## src/rtl/bus_responder_pkg.sv

```systemverilog
// Shared types for the bus responder: FSM states, request/response bundles, widths.
// Struct widths follow the PKG_* localparams; the top's defaults match them.
package dut_pkg;

  localparam int PKG_AW       = 8;
  localparam int PKG_DW       = 32;
  localparam int PKG_BW       = PKG_DW / 8;
  localparam int PKG_NUM_REGS = 16;
  localparam int PKG_WAIT     = 2;

  typedef enum logic [1:0] {
    IDLE,
    WAIT,
    RESP
  } state_e;

  typedef struct packed {
    logic              write;
    logic [PKG_AW-1:0] addr;
    logic [PKG_DW-1:0] wdata;
    logic [PKG_BW-1:0] be;
  } req_t;

  typedef struct packed {
    logic [PKG_DW-1:0] rdata;
    logic              err;
  } rsp_t;

endpackage

```

## src/rtl/bus_responder_if.sv

```systemverilog
// Valid/ready request/response bus between initiator (master) and responder (slave).
// Request: req_valid/ready/write/addr/wdata/be. Response: rsp_valid/ready/rdata/err.
interface bus_responder_if #(
  parameter int AW = dut_pkg::PKG_AW,
  parameter int DW = dut_pkg::PKG_DW
) ();

  logic          req_valid;
  logic          req_ready;
  logic          req_write;
  logic [AW-1:0] req_addr;
  logic [DW-1:0] req_wdata;
  logic [DW/8-1:0] req_be;
  logic          rsp_valid;
  logic          rsp_ready;
  logic [DW-1:0] rsp_rdata;
  logic          rsp_err;

  modport master (
    output req_valid, req_write, req_addr,
    output req_wdata, req_be, rsp_ready,
    input  req_ready, rsp_valid, rsp_rdata, rsp_err
  );

  modport slave (
    input  req_valid, req_write, req_addr,
    input  req_wdata, req_be, rsp_ready,
    output req_ready, rsp_valid, rsp_rdata, rsp_err
  );

endinterface

```

## src/rtl/bus_resp_reg_bank.sv

```systemverilog
// NUM_REGS x DW register bank: byte-enable write port, combinational read port.
// Ports: clk, rst_n (sync clear), we/waddr/wdata/be, raddr/rdata.
module bus_resp_reg_bank #(
  parameter int DW       = 32,
  parameter int NUM_REGS = 16,
  parameter int IW       = $clog2(NUM_REGS)
) (
  input  logic            clk,
  input  logic            rst_n,
  input  logic            we,
  input  logic [IW-1:0]   waddr,
  input  logic [DW-1:0]   wdata,
  input  logic [DW/8-1:0] be,
  input  logic [IW-1:0]   raddr,
  output logic [DW-1:0]   rdata
);

  logic [DW-1:0] mem [NUM_REGS];

  always_ff @(posedge clk) begin
    if (!rst_n) begin
      for (int i = 0; i < NUM_REGS; i++)
        mem[i] <= '0;
    end else if (we) begin
      for (int b = 0; b < DW/8; b++)
        if (be[b])
          mem[waddr][8*b +: 8] <= wdata[8*b +: 8];
    end
  end

  assign rdata = mem[raddr];

endmodule

```

## src/rtl/bus_responder.sv

```systemverilog
// Bus responder: accepts one request, waits WAIT_CYCLES, answers from a reg bank.
// Ports: clk, rst_n (sync), bus (slave). Macro BUS_RESP_ADDR_ERR_EN: range check.
module bus_responder
  import dut_pkg::*;
#(
  parameter int AW          = PKG_AW,
  parameter int DW          = PKG_DW,
  parameter int NUM_REGS    = PKG_NUM_REGS,
  parameter int WAIT_CYCLES = PKG_WAIT
) (
  input logic            clk,
  input logic            rst_n,
  bus_responder_if.slave bus
);

  localparam int IW = $clog2(NUM_REGS);
  localparam logic [3:0] CNT_INIT =
    4'((WAIT_CYCLES > 0) ? WAIT_CYCLES - 1 : 0);

  state_e state_q, state_d;
  logic [3:0] cnt_q;
  req_t req_q, cur;
  rsp_t rsp_q;
  logic acc, to_resp, err, wr_en;
  logic [IW-1:0] idx;
  logic [DW-1:0] rd_data;
  logic unused_addr;

  // In IDLE the request is taken straight from the bus so a
  // zero-wait transfer can hit the bank on the accept edge.
  always_comb begin
    cur = req_q;
    if (state_q == IDLE) begin
      cur.write = bus.req_write;
      cur.addr  = bus.req_addr;
      cur.wdata = bus.req_wdata;
      cur.be    = bus.req_be;
    end
  end

  assign acc     = bus.req_valid && (state_q == IDLE);
  assign to_resp = (state_d == RESP) && (state_q != RESP);
  assign idx     = cur.addr[IW-1:0];
  assign unused_addr = ^cur.addr[AW-1:IW];

`ifdef BUS_RESP_ADDR_ERR_EN
  assign err = 32'(cur.addr) >= 32'(NUM_REGS);
`else
  assign err = 1'b0;
`endif

  assign wr_en = to_resp && cur.write && !err;

  bus_resp_reg_bank #(
    .DW       (DW),
    .NUM_REGS (NUM_REGS)
  ) u_bank (
    .clk   (clk),
    .rst_n (rst_n),
    .we    (wr_en),
    .waddr (idx),
    .wdata (cur.wdata),
    .be    (cur.be),
    .raddr (idx),
    .rdata (rd_data)
  );

  always_ff @(posedge clk) begin
    if (!rst_n) state_q <= IDLE;
    else        state_q <= state_d;
  end

  always_comb begin
    state_d = state_q;
    unique case (state_q)
      IDLE: if (acc)
              state_d = (WAIT_CYCLES > 0) ? WAIT : RESP;
      WAIT: if (cnt_q == '0) state_d = RESP;
      RESP: if (bus.rsp_ready) state_d = IDLE;
      default: state_d = IDLE;
    endcase
  end

  always_comb begin
    bus.req_ready = (state_q == IDLE);
    bus.rsp_valid = (state_q == RESP);
    bus.rsp_rdata = rsp_q.rdata;
    bus.rsp_err   = rsp_q.err;
  end

  always_ff @(posedge clk) begin
    if (!rst_n) begin
      cnt_q <= '0;
      req_q <= '0;
      rsp_q <= '0;
    end else begin
      if (acc) begin
        req_q <= cur;
        cnt_q <= CNT_INIT;
      end else if (state_q == WAIT && cnt_q != '0) begin
        cnt_q <= cnt_q - 4'd1;
      end
      if (to_resp) begin
        rsp_q.rdata <= (err || cur.write) ? '0 : rd_data;
        rsp_q.err   <= err;
      end else if (state_q == RESP && bus.rsp_ready) begin
        rsp_q <= '0;
      end
    end
  end

endmodule

```

## src/flat_wrapper.sv

```systemverilog
// flat-port wrapper written by rule: the top's interface ports become plain ports
module bus_responder_flat import dut_pkg::*;
#(
  parameter int AW          = PKG_AW,
  parameter int DW          = PKG_DW,
  parameter int NUM_REGS    = PKG_NUM_REGS,
  parameter int WAIT_CYCLES = PKG_WAIT
)
  (clk, rst_n, bus_req_valid, bus_req_write, bus_req_addr, bus_req_wdata, bus_req_be, bus_rsp_ready, bus_req_ready, bus_rsp_valid, bus_rsp_rdata, bus_rsp_err);
  bus_responder_if #(.AW(AW), .DW(DW)) bus_i ();
  input logic clk;
  input logic rst_n;
  input wire logic [$bits(bus_i.req_valid)-1:0] bus_req_valid;
  input wire logic [$bits(bus_i.req_write)-1:0] bus_req_write;
  input wire logic [$bits(bus_i.req_addr)-1:0] bus_req_addr;
  input wire logic [$bits(bus_i.req_wdata)-1:0] bus_req_wdata;
  input wire logic [$bits(bus_i.req_be)-1:0] bus_req_be;
  input wire logic [$bits(bus_i.rsp_ready)-1:0] bus_rsp_ready;
  output wire logic [$bits(bus_i.req_ready)-1:0] bus_req_ready;
  output wire logic [$bits(bus_i.rsp_valid)-1:0] bus_rsp_valid;
  output wire logic [$bits(bus_i.rsp_rdata)-1:0] bus_rsp_rdata;
  output wire logic [$bits(bus_i.rsp_err)-1:0] bus_rsp_err;
  assign bus_i.req_valid = bus_req_valid;
  assign bus_i.req_write = bus_req_write;
  assign bus_i.req_addr = bus_req_addr;
  assign bus_i.req_wdata = bus_req_wdata;
  assign bus_i.req_be = bus_req_be;
  assign bus_i.rsp_ready = bus_rsp_ready;
  assign bus_req_ready = bus_i.req_ready;
  assign bus_rsp_valid = bus_i.rsp_valid;
  assign bus_rsp_rdata = bus_i.rsp_rdata;
  assign bus_rsp_err = bus_i.rsp_err;
  bus_responder #(.AW(AW), .DW(DW), .NUM_REGS(NUM_REGS), .WAIT_CYCLES(WAIT_CYCLES)) u_core (.clk(clk), .rst_n(rst_n), .bus(bus_i));
endmodule
```

## config.mk

```make
export PLATFORM = sky130hd
export DESIGN_NAME = bus_responder_flat
export DESIGN_NICKNAME = d
export VERILOG_FILES = /design/src/rtl/bus_responder_pkg.sv /design/src/rtl/bus_responder_if.sv /design/src/rtl/bus_resp_reg_bank.sv /design/src/rtl/bus_responder.sv /design/src/flat_wrapper.sv
export SDC_FILE = /design/constraint.sdc
export NUM_CORES = 1
export LEC_CHECK = 0
export BUFFER_PORTS_ARGS = -buffer_cell sky130_fd_sc_hd__buf_4
export CAP_MARGIN = 20
export CORE_ASPECT_RATIO = 0.9
export CORE_MARGIN = 5
export CORE_UTILIZATION = 66
export CTS_CLUSTER_DIAMETER = 30
export DETAILED_ROUTE_END_ITERATION = 10
export HOLD_SLACK_MARGIN = 0.15
export PLACE_DENSITY = 0.84
export SYNTH_ARGS = -nofsm -noshare
export SYNTH_HDL_FRONTEND = slang
export SYNTH_SLANG_ARGS = --single-unit
```

## constraint.sdc

```tcl
create_clock -name clk -period 6.9 [get_ports clk]
set_input_delay 0.345 -clock clk [delete_from_list [all_inputs] [get_ports clk]]
set_output_delay 0.345 -clock clk [all_outputs]
set_load 0.03 [all_outputs]
```

==> impl_metrics.toml <==
[status]
status = "finished clean"

[clocking]
clockBufferDepth = 3
clockRootBuffer = "clkbuf_16"
clkLatencyLatePin_ps = 630
post_cts_resized = 0
path_clk_slew_ps = 50
numCtsBuffers = 97
cts_tree = "yes"
hold_buffers = 43
cts_setup_buffers = 0
cts_sinks = 591
cts-htree-levels = 3

[sta]
post-route-period-util = 0.732
period_minus_slack_ps = 5050
slew_headroom = 0.173
hold_viol = 0
setup_viol = 0
fin_skew_ps = 22.2
timing.fmax_ghz = 0.198
tightest_slew_ps = 1240
slew_viol_final = 0
tns_ps = 0
fin_ws_ps = 1850
rsz0062_at_grt = "no"

[floorplanning]
die_w_um = 214
start_util = 0.665
io_pins = 84
coreArea_sq_mm = 0.0371
die_h_um = 194
num_rows = 67
die-area_sq_mm = 0.0414

[final_layout]
nFillCells = 1838
n_antenna_cell = 0
nNetsFinal = 2283
syn_to_final_growth_pct = 19.8
drive_above_1_share = 0.165

[power_and_ir_drop]
vdd_ir_drop_max_uv = 264
p_per_area_mw_per_mm2 = 346
power_mw = 10.2
power_leakage_nw = 11.1

[run]
max_cap_viol_count = 0

[synthesis]
synthCells = 2112
async_flop_share = 0
synth_ff_type = "edfxtp_1"
synth_top_area_share = 0.622
synth_cell_types = 55
yosysSeqAreaShare = 0.686
synth.ff_latch_count = 591
synth_edf_count = 512
ys_top_cells_by_area = "edfxtp_1 (62%), nor2_1 (7.9%), dfxtp_1 (6.4%)"
syn_nets = 2162
yosys.area.top_type = "edfxtp_1"
yosysWarnings = 0
syn_area_per_cell_sq_um = 11.7
netlist_area_sq_mm = 0.0247

[drt]
vias_per_cell = 6.84
drc = 0
wl_per_cell_um = 25.8
totalWireLength_um = 72200
postRouteAntennaNets = 0
drtIter0Drc = 3541
via_count = 19200
drt-pass1-iter-count = 7

[setup_path]
criticalPathCategory = "flip-flop to flip-flop"
crit_start = "u_core.state_q[1]$_SDFF_PN0_"
end_kind = "flip-flop"
rr_startpoint = "u_core.state_q[1]$_SDFF_PN0_"
reg2reg_to = "u_core.u_bank.mem[14][13]$_SDFFCE_PN0P_"
rr_worst_depth = 7
critPathLaunchType = "flip-flop"
crit_path_end = "u_core.u_bank.mem[14][13]$_SDFFCE_PN0P_"
regToRegSetupSlack_ps = 1850
cp.required_ps = 7170
critPathMaxFanout = 46
arrival_ps = 5320

[global_route]
grt_max_degree = 100
grt_pass1_vias = 19100
grt-ovfl-total = 0
grt_pass1_wl_um = 108000
grt_util_all_layers = 0.334
antenna_found_initial = 1

[place]
dp_hpwl_um = 38800
portBuffers = 78
place_ws_ps = 2300
place_congestion = 0.878

[min_path]
hold_class = "input port to flip-flop"
-- cells in the mapped netlist (6+ instances only) --
cell and count:
nand3_1 15, mux2i_1 32, edfxtp_1 512, buf_1 6
o21ai_0 112, a21boi_0 36, nor2_1 519, nand2_4 19
nand2_1 204, o21ai_1 48, o22ai_1 252, clkbuf_1 48
buf_2 73, nand4_1 32, dfxtp_1 79, buf_4 11
nor2b_1 8, inv_1 18, a21boi_1 6, nand2_2 25
-- metrics by stage --
step / hold slack [ps] / utilization / instances / cell area (sq um)
floorplan: 434 / - / 2112 / 24700
global placement: 436 / 0.687 / 2564 / 25500
detailed placement: 440 / 0.687 / 2564 / 25500
CTS: 239 / 0.792 / 2789 / 29400
global route: 276 / 0.797 / 2799 / 29600
finish: 267 / 0.797 / 2799 / 29600
-- cells by family after synthesis --
group	count (synthesis)	share of synthesized area
and+or+nand+nor	841	0.146
DFF	591	0.686
AOI/OAI and AO/OA	478	0.120
buffers and inverters	165	0.0322
muxes	32	0.0130
xor gates and xnor gates	3	0.00106
adders and majority gates	1	0.000506
other	1	0.000152
-- report_power, final --
group / total (mW) / switching (mW) / internal [mW]
logic: 1.07 / 0.767 / 0.301
registers: 4.07 / 0.0627 / 4.01
clock network: 5.10 / 1.84 / 3.26
-- metal layers --
metal / share of wire / routed length (um) / global-route usage
met1: 0.34 / 24200 / 0.425
met2: 0.47 / 34000 / 0.524
met3: 0.14 / 10100 / 0.0963
met4: 0.054 / 3900 / 0.181
met5: 0.00018 / 13 / 0
-- critical path: stages, from the launching register on --
cell and delay (ps):
dfxtp_1 370, or2_1 590, inv_4 800, nand3_1 150, nand2_1 790, nor2b_1 1060
nand2_1 500, nand2_1 430
-- worst min-delay path by stage --
stage	end	cells past startpoint	startpoint
detailed placement	u_core.bus.rsp_rdata[29]$_SDFFE_PN0P_	2	u_core.bus.rsp_rdata[29]$_SDFFE_PN0P_
CTS	u_core.state_q[1]$_SDFF_PN0_	2	rst_n
finish	u_core.state_q[1]$_SDFF_PN0_	2	rst_n
floorplan	u_core.req_q[10]$_SDFFE_PN0P_	2	u_core.req_q[10]$_SDFFE_PN0P_
global route	u_core.state_q[1]$_SDFF_PN0_	2	rst_n
global placement	u_core.bus.rsp_rdata[11]$_SDFFE_PN0P_	2	u_core.bus.rsp_rdata[11]$_SDFFE_PN0P_
-- registers in the layout, indices dropped and copies added, names as in the netlist --
signal	flops
u_core.bus.rsp_rdata	32
u_core.cnt_q	4
u_core.req_q	41
u_core.state_q	2
u_core.u_bank.mem	512
-- area by class of cell --
type / count / area [sq um] / share of cell area
sequential: 591 / 17000 / 0.573
multi-input combinational: 1356 / 7030 / 0.238
inverter: 19 / 73.8 / 0.00250
clock inverter: 78 / 922 / 0.0312
tap: 483 / 604 / 0.0204
clock buffer: 104 / 2550 / 0.0862
timing repair buffer: 168 / 1450 / 0.0489
-- placed cells by master, fill, tap and decap left out, types with 25 or more instances in the layout --
| master | synthesis | final |
|---|---|---|
| a21boi_0 | 36 | 36 |
| buf_4 | 11 | 115 |
| clkbuf_16 | 0 | 101 |
| dfxtp_1 | 79 | 79 |
| dlygate4sd3_1 | 0 | 43 |
| edfxtp_1 | 512 | 512 |
| nand2_1 | 204 | 204 |
| nand2_2 | 25 | 25 |
| nand4_1 | 32 | 32 |
| nor2_1 | 519 | 518 |
| o21ai_0 | 112 | 111 |
| o21ai_1 | 48 | 48 |
| o22ai_1 | 252 | 252 |
No activity file was read; power rests on OpenSTA's default activity.
